<file path="config.mk">
export PLATFORM = sky130hd
export DESIGN_NAME = tx_cipher_framer
export DESIGN_NICKNAME = d
export VERILOG_FILES = /design/src/rtl/tx_cipher_framer.sv
export SDC_FILE = /design/constraint.sdc
export NUM_CORES = 1
export LEC_CHECK = 0
export BUFFER_PORTS_ARGS = -buffer_cell sky130_fd_sc_hd__buf_2
export CORE_MARGIN = 2
export CORE_UTILIZATION = 48
export CTS_CLUSTER_SIZE = 12
export DETAILED_ROUTE_END_ITERATION = 12
export PLACE_DENSITY = 0.81
export SYNTH_ARGS = -nofsm -noshare
export SYNTH_HDL_FRONTEND = slang
export SYNTH_SLANG_ARGS = --single-unit
</file>
<file path="constraint.sdc">
create_clock -name s_axi_aclk -period 3.8 [get_ports s_axi_aclk]
set_clock_uncertainty 0.2 [all_clocks]
set_input_delay 0.76 -clock s_axi_aclk [delete_from_list [all_inputs] [get_ports s_axi_aclk]]
set_output_delay 0.76 -clock s_axi_aclk [all_outputs]
set_load 0.03 [all_outputs]
</file>
<file path="src/rtl/tx_cipher_framer.sv">
// Transmit cipher framer: XORs AXI-Stream plaintext with PRBS or ChaCha20 keystream and frames it.
// Optional build macro TX_CIPHER_FRAMER_STATS_EN enables the completed-frame counter on o_frame_count.
module tx_cipher_framer #(
  parameter int C_LEN_WIDTH = 16
) (
  input  logic                   s_axi_aclk,
  input  logic                   s_axi_areset,
  input  logic                   i_enable,
  input  logic                   i_encrypt_type,
  input  logic [C_LEN_WIDTH-1:0] i_frame_len,
  input  logic [31:0]            i_prbs_data,
  output logic                   o_prbs_run,
  input  logic [31:0]            i_keystream_data,
  input  logic                   i_keystream_valid,
  output logic                   o_keystream_ready,
  input  logic                   s_axis_tvalid,
  output logic                   s_axis_tready,
  input  logic [31:0]            s_axis_tdata,
  output logic                   m_axis_tvalid,
  input  logic                   m_axis_tready,
  output logic [31:0]            m_axis_tdata,
  output logic                   m_axis_sof,
  output logic                   m_axis_eof,
  output logic                   o_busy,
  output logic [C_LEN_WIDTH-1:0] o_frame_count,
  output logic [1:0]             o_dbg_state
);

  localparam logic [1:0] S_IDLE = 2'd0;
  localparam logic [1:0] S_RUN  = 2'd1;
  localparam logic [1:0] S_LAST = 2'd2;

  localparam logic MODE_PRBS   = 1'b0;
  localparam logic MODE_CHACHA = 1'b1;

  localparam logic [C_LEN_WIDTH-1:0] LEN_ZERO = '0;
  localparam logic [C_LEN_WIDTH-1:0] LEN_ONE  = C_LEN_WIDTH'(1);

  // Frame control state
  logic [1:0]             state_q, state_d;
  logic [C_LEN_WIDTH-1:0] len_q, len_d;
  logic [C_LEN_WIDTH-1:0] word_cnt_q, word_cnt_d;
  logic                   mode_q, mode_d;

  // Output buffer: two entries of {data[31:0], sof, eof}
  logic [33:0] ent0_q, ent0_d;
  logic [33:0] ent1_q, ent1_d;
  logic        wr_ptr_q, wr_ptr_d;
  logic        rd_ptr_q, rd_ptr_d;
  logic [1:0]  fill_q, fill_d;

  logic                   active;
  logic                   buf_full;
  logic                   key_ok;
  logic                   acc;
  logic                   pop;
  logic                   first_word;
  logic                   last_word;
  logic                   frame_done;
  logic [31:0]            key;
  logic [33:0]            push_entry;
  logic [33:0]            head;
  logic [C_LEN_WIDTH-1:0] len_clamped;

  // Handshake: a beat transfers on any rising edge where valid and ready are both high.
  // Valid never waits on ready; once raised, valid and its payload hold until the transfer.
  assign active     = (state_q != S_IDLE);
  assign buf_full   = (fill_q == 2'd2);
  assign key_ok     = (mode_q == MODE_PRBS) || i_keystream_valid;
  assign s_axis_tready = active && !buf_full && key_ok;
  assign acc        = s_axis_tvalid && s_axis_tready;
  assign pop        = m_axis_tvalid && m_axis_tready;

  assign len_clamped = (i_frame_len == LEN_ZERO) ? LEN_ONE : i_frame_len;
  assign first_word  = (word_cnt_q == LEN_ZERO);
  assign last_word   = (word_cnt_q == (len_q - LEN_ONE));
  assign frame_done  = acc && last_word;

  assign key        = (mode_q == MODE_CHACHA) ? i_keystream_data : i_prbs_data;
  assign push_entry = {s_axis_tdata ^ key, first_word, last_word};

  // Exactly one keystream source advances per accepted word, matching the receive side.
  assign o_prbs_run        = acc && (mode_q == MODE_PRBS);
  assign o_keystream_ready = acc && (mode_q == MODE_CHACHA);

  always_comb begin
    state_d    = state_q;
    len_d      = len_q;
    mode_d     = mode_q;
    word_cnt_d = word_cnt_q;
    case (state_q)
      S_IDLE: begin
        if (i_enable) begin
          state_d    = S_RUN;
          len_d      = len_clamped;
          mode_d     = i_encrypt_type;
          word_cnt_d = LEN_ZERO;
        end
      end
      S_RUN: begin
        if (frame_done) begin
          word_cnt_d = LEN_ZERO;
          if (i_enable) begin
            len_d  = len_clamped;
            mode_d = i_encrypt_type;
          end else begin
            state_d = S_IDLE;
          end
        end else begin
          if (acc) begin
            word_cnt_d = word_cnt_q + LEN_ONE;
          end
          // A frame that has started (or starts this cycle) must be finished before idling.
          if (!i_enable) begin
            state_d = (first_word && !acc) ? S_IDLE : S_LAST;
          end
        end
      end
      S_LAST: begin
        if (frame_done) begin
          word_cnt_d = LEN_ZERO;
          state_d    = S_IDLE;
        end else if (acc) begin
          word_cnt_d = word_cnt_q + LEN_ONE;
        end
      end
      default: begin
        state_d    = S_IDLE;
        word_cnt_d = LEN_ZERO;
      end
    endcase
  end

  always_ff @(posedge s_axi_aclk or posedge s_axi_areset) begin
    if (s_axi_areset) begin
      state_q    <= S_IDLE;
      len_q      <= LEN_ONE;
      mode_q     <= MODE_PRBS;
      word_cnt_q <= LEN_ZERO;
    end else begin
      state_q    <= state_d;
      len_q      <= len_d;
      mode_q     <= mode_d;
      word_cnt_q <= word_cnt_d;
    end
  end

  // Pushes are only offered when not full, so push+pop is legal at every fill level.
  always_comb begin
    ent0_d   = ent0_q;
    ent1_d   = ent1_q;
    wr_ptr_d = wr_ptr_q;
    rd_ptr_d = rd_ptr_q;
    fill_d   = fill_q;
    if (acc) begin
      if (wr_ptr_q) begin
        ent1_d = push_entry;
      end else begin
        ent0_d = push_entry;
      end
      wr_ptr_d = ~wr_ptr_q;
    end
    if (pop) begin
      rd_ptr_d = ~rd_ptr_q;
    end
    case ({acc, pop})
      2'b10:   fill_d = fill_q + 2'd1;
      2'b01:   fill_d = fill_q - 2'd1;
      default: fill_d = fill_q;
    endcase
  end

  always_ff @(posedge s_axi_aclk or posedge s_axi_areset) begin
    if (s_axi_areset) begin
      ent0_q   <= '0;
      ent1_q   <= '0;
      wr_ptr_q <= 1'b0;
      rd_ptr_q <= 1'b0;
      fill_q   <= 2'd0;
    end else begin
      ent0_q   <= ent0_d;
      ent1_q   <= ent1_d;
      wr_ptr_q <= wr_ptr_d;
      rd_ptr_q <= rd_ptr_d;
      fill_q   <= fill_d;
    end
  end

  // Head entry is a register, so data and markers stay put while the sink stalls.
  assign head          = rd_ptr_q ? ent1_q : ent0_q;
  assign m_axis_tvalid = (fill_q != 2'd0);
  assign m_axis_tdata  = head[33:2];
  assign m_axis_sof    = m_axis_tvalid && head[1];
  assign m_axis_eof    = m_axis_tvalid && head[0];

  assign o_busy      = active || (fill_q != 2'd0);
  assign o_dbg_state = state_q;

`ifdef TX_CIPHER_FRAMER_STATS_EN
  logic [C_LEN_WIDTH-1:0] frame_cnt_q, frame_cnt_d;

  always_comb begin
    frame_cnt_d = frame_cnt_q;
    if (frame_done) begin
      frame_cnt_d = frame_cnt_q + LEN_ONE;
    end
  end

  always_ff @(posedge s_axi_aclk or posedge s_axi_areset) begin
    if (s_axi_areset) begin
      frame_cnt_q <= LEN_ZERO;
    end else begin
      frame_cnt_q <= frame_cnt_d;
    end
  end

  assign o_frame_count = frame_cnt_q;
`else
  assign o_frame_count = LEN_ZERO;
`endif

endmodule

</file>
# After elaboration in Yosys (flattened, before gate mapping)
# Cells that the tools add are included.
[word_totals]
elab_cells = 76
input_bits = 119
ff_bits = 107
output_inout_bits = 57
[classes]
bitwise_logic = 4
reduce_logical = 27
mux = 21
n_eq_ne = 11
add_sub_neg = 4
[ops]
columns = ["cell", "count"]
rows = [
  ["$mux 16", 6],
  ["$pmux 16 s2", 2],
  ["$mux 34", 1],
  ["$logic_not 16->1", 2],
  ["$mux 32", 1],
  ["$xor 32x32->32", 1],
  ["$add 16x1->16 const B", 1],
  ["$eq 16x16->1", 1],
  ["$sub 16x1->16 const B", 1],
  ["$mux 2", 6],
  ["$logic_and 1x1->1", 10],
  ["$ne 2x2->1 const B", 4],
  ["$reduce_and 2->1", 4],
  ["$reduce_bool 2->1", 4],
  ["$eq 2x2->1 const B", 3],
  ["$pmux 2 s3", 1],
  ["$eq 2x1->1 const B", 2],
  ["$pmux 2 s2", 1],
  ["$ne 3x1->1 const B", 1],
  ["$not 1->1", 3],
  ["$reduce_and 3->1", 1],
  ["$add 2x1->2 const B", 1],
  ["$logic_not 1->1", 2],
  ["$logic_not 2->1", 1],
  ["5 further kinds", 7],
]

# Depth between registers and ports, before layout
[logic_depth]
word_depth = 11
ltp_mapped = 13
mapped_depth_nobuf = 10

# Least setup slack after synthesis
# Ideal clock, no wire load.
[synth_timing]
path_kind = "register to register"
from = "register state_q[0] (netlist: o_dbg_state[0])"
to = "register ent0_q[10]"
period_less_slack_ps = 3692
path_stages_with_launch = 10
required_time_ps = 3475
arrival_ps = 3368
slack_ps = 108
path_cell_list = "dfrtp_1 > inv_1 > ha_1 > a221oi_1 > and2_1 > buf_4 > clkinv_1 > nor2_1 > clkbuf_1 > mux2_2"
[synth_via]
elab_chain_cells = 5
[synth_lines]
columns = ["element", "line_no", "text"]
rows = [
  ["start: declaration", "40", "logic [1:0] state_q, state_d;"],
  ["start signal: assignment", "141", "state_q <= state_d;"],
  ["$reduce_bool 2->1", "67", "assign active = (state_q != S_IDLE);"],
  ["$logic_and 1x1->1 (2 in series)", "70", "assign s_axis_tready = active && !buf_full && key_ok;"],
  ["via s_axis_tready", "17", "output logic s_axis_tready,"],
  ["$logic_and 1x1->1", "71", "assign acc = s_axis_tvalid && s_axis_tready;"],
  ["$reduce_and 2->1 (no source line)", "-", ""],
  ["end signal: assignment", "181", "ent0_q <= ent0_d;"],
  ["end: declaration", "46", "logic [33:0] ent0_q, ent0_d;"],
]
# The timed path passes the listed nets, and every way through them passes these cells.
# A chain may end at the register's enable or synchronous reset.

# Worst setup path after layout
[layout_timing]
from = "register len_q[5]"
to = "register len_q[12]"
[layout_via]
elab_chain_cells = 5
[layout_lines]
columns = ["element", "line_no", "text"]
rows = [
  ["start: declaration", "41", "logic [C_LEN_WIDTH-1:0] len_q, len_d;"],
  ["start signal: assignment", "142", "len_q <= len_d;"],
  ["$sub 16x1->16", "76", "assign last_word = (word_cnt_q == (len_q - LEN_ONE));"],
  ["$eq 16x16->1", "76", ""],
  ["$logic_and 1x1->1", "77", "assign frame_done = acc && last_word;"],
  ["$ne 2x2->1 (no source line)", "-", ""],
  ["$reduce_and 2->1 (no source line)", "-", ""],
]
# No other way between the ends.

==> metrics.md <==
| Metric | Value |
|---|---|
| Combinational power share | `0.540` |
| Final hold viol count | `0` |
| Rows | `42` |
| Leak Pwr | `approximately 3.4 nW` |
| Psw | `0.00276 W` |
| H-Tree Depth | `3` |
| Crit path time final | `3.56 ns` |
| Final setup TNS | `0 ns` |
| Outcome | `finished, final reports clean` |
| Routed WL | `about 14000 microns` |
| Clock share of power | `0.139` |
| DIE AREA | `between 10000 and 15000 sq um` |
| Antenna cells | `0` |
| Iter 0 DRT Violations | `408` |
| Routability cong. | `0.878` |
| Clk Latency, worst-skew pair | `0.34 ns` |
| Largest area contributor in the netlist | `dfrtp_1` |
| Maximum VDD drop | `303 uV` |
| Top layer used by detailed routing | `met4` |
| Place WS | `0.232 ns` |
| Clock sinks | `107` |
| DIE HEIGHT | `119 microns` |
| Kind of critical path | `flip-flop to flip-flop` |
| YS warnings | `0` |
| Met3 WL | `around 950 microns` |
| Final setup viols | `0` |
| Main flop type after synthesis | `dfrtp_1` |
| Hold Buf Count CTS | `0` |
| First-pass GRT wire length | `23600 microns` |
| Worst-path clk slew | `0.08 ns` |
| Max-cap viol count | `0` |
| Core box area | `about 13000 sq um` |
| Wire per inst | `16.3 microns` |
| Post-synthesis async set-or-reset flop share | `1.00` |
| Worst slew pin tran | `slightly below 0.8 ns` |
| Area Overhead vs Synth | `18.4%` |
| Slowest cell on the critical path | `or4_1` |
| Synth top area share | `0.417` |
| Vias per std cell | `between 5 and 6` |
| Mean Syn Cell Area | `between 10 and 15 sq um` |
| Root buffer cell | `clkbuf_16` |
| Initial antenna violation count | `0` |
| CP most frequent cell | `or4_1` |
| Flop pwr share | `0.321` |
| Fin. max-slew vios | `0` |
| HPWL after DPL | `10900 microns` |
| Postcts setup bufs | `0` |
| RSZ-0062 raised after global routing | `false` |
| Data required, critical path | `3.82 ns` |
| CP peak stage delay | `0.67 ns` |
| Post-cts sizing count | `0` |
| Grt ovf | `0` |
| Antenna Nets Post-Route | `0` |
| Share of layout cells above drive strength 1 | `0.442` |
| P_int | `0.00363 W` |
| Via count | `4883` |
| Crit path arrival time | `3.59 ns` |
| #FFs+latches synth | `around 110` |
| PD cells | `848 nW/um^2` |
| Worst setup margin | `0.237 ns` |
| CP Max Fanout | `19` |
| WL met1 | `around 6000 microns` |
| Clock Tree Buf Depth | `2` |
| Top cells by count, synth | `dfrtp_1, mux2_2, xnor2_1` |
| Largest net degree at the start of global routing | `64` |
| Remaining DRCs | `0` |
| Critical Path Sink Type | `flip-flop` |
| Overall power | `0.00639 W` |
| CTS Buf Count | `9` |
| Starting density of the core | `0.486` |
| Max_slew headroom | `0.480` |
| Sw Share | `0.432` |
| Top-level I/O count | `approximately 180` |
| GRT Total Usage | `0.204` |
| CP Cell Sequence | `or4_1, or4_1, a32oi_1, a21oi_1, nor4_4, a32o_1, buf_12, mux2_2` |
| DRT Pass-1 Iters | `5` |
| Post-synth EDFFs | `0` |
| Hold Crit Class | `flip-flop to flip-flop` |
| Nets | `836` |
| CTS tree | `yes` |
| Synthesized instance count | `564` |
| Met2 routed wirelength | `7370 microns` |
| DIE WIDTH | `119 microns` |
| Sequential share of the synthesized area | `0.421` |
| Final period util | `0.938` |
| Port Buffers | `159` |
| Synth top area cells | `dfrtp_1, mux2_2, xnor2_1` |
| Vias in the first global route | `4955` |
| Netlist cell types | `63` |
| CP Launch Type | `flip-flop` |
| Fmax | `281 MHz` |
| Mapped Area | `around 6400 sq um` |
==> area by class of cell <==
cell class	instances	area [sq um]
Fill cell	1071	5550
Tap cell	176	220
Sequential cell	107	2680
Timing Repair Buffer	166	886
Clock inverter	6	61.3
Inverter	17	66.3
Multi-Input combinational cell	408	3390
Clock buffer	9	225
==> flip-flops by register name, summed over array words and instances (netlist names) <==
name         count
len_q           16
fill_q           2
word_cnt_q      16
ent1_q          34
rd_ptr_q         1
o_dbg_state      2
mode_q           1
wr_ptr_q         1
ent0_q          34
==> layer usage <==
layer / vias up / global-route usage
met5: - / 0
met4: 0 / 0.0595
met3: 16 / 0.0326
met2: 181 / 0.369
met1: 2403 / 0.250
li1: 2283 / -
==> cell families after synthesis <==
family,count (synthesis),share of synthesized area
muxes,150,0.262
AOI/OAI and AO/OA,64,0.0716
buffers and inverters,64,0.0557
DFF,107,0.421
other,1,0.000590
xor gates and xnor gates,53,0.0730
adders and majority gates,8,0.0157
and+or+nand+nor,117,0.100
==> critical path: cells and delay by family (launching register included) <==
kind / cells / cell delay, ns
and+or+nand+nor: 3 / 1.55
AOI/OAI and AO/OA: 3 / 0.66
DFF: 1 / 0.48
muxes: 1 / 0.35
buffers and inverters: 1 / 0.18
==> final timing paths <==
kind,endpoint,slack [ns],start,cells after the start
hold / removal,ent1_q[1],0.28,ent1_q[1],2
max in group asynchronous,mode_q,2.29,s_axi_areset,3
setup / recovery,len_q[12],0.24,len_q[5],8
setup reg to reg,len_q[12],0.24,len_q[5],8
hold reg to reg,ent1_q[1],0.28,ent1_q[1],2
min in group asynchronous,len_q[10],0.35,s_axi_areset,2
==> stage by stage <==
| step | instances | hold slack (ns) | instance area [sq um] | util |
|---|---|---|---|---|
| CTS | 889 | 0.289 | 7530 | 0.575 |
| finish | 889 | 0.285 | 7530 | 0.576 |
| global route | 889 | 0.320 | 7530 | 0.576 |
| detailed placement | 874 | 0.271 | 7240 | 0.553 |
| floorplan | 579 | 0.238 | 6410 | - |
| global placement | 874 | 0.259 | 7240 | 0.553 |
==> cell usage in the layout (no fill, tap or decap), types with 16 or more instances in the layout <==
| cell type | instances |
|---|---|
| o21ai_0 | 19 |
| conb_1 | 16 |
| mux2i_1 | 38 |
| nand2_1 | 23 |
| nor2_1 | 16 |
| buf_2 | 159 |
| nor3_1 | 17 |
| dfrtp_1 | 105 |
| mux2_2 | 106 |
| xnor2_1 | 47 |
==> power by group through the flow <==
stage	combinational [W]	sequential [W]	clock, W
global placement	0.00334	0.00201	0
detailed placement	0.00344	0.00207	0
finish	0.00345	0.00205	0.000888
global route	0.00371	0.00212	0.000962
CTS	0.00346	0.00205	0.000911
floorplan	0.00277	0.00191	0
(Power assumes the default switching activity.)
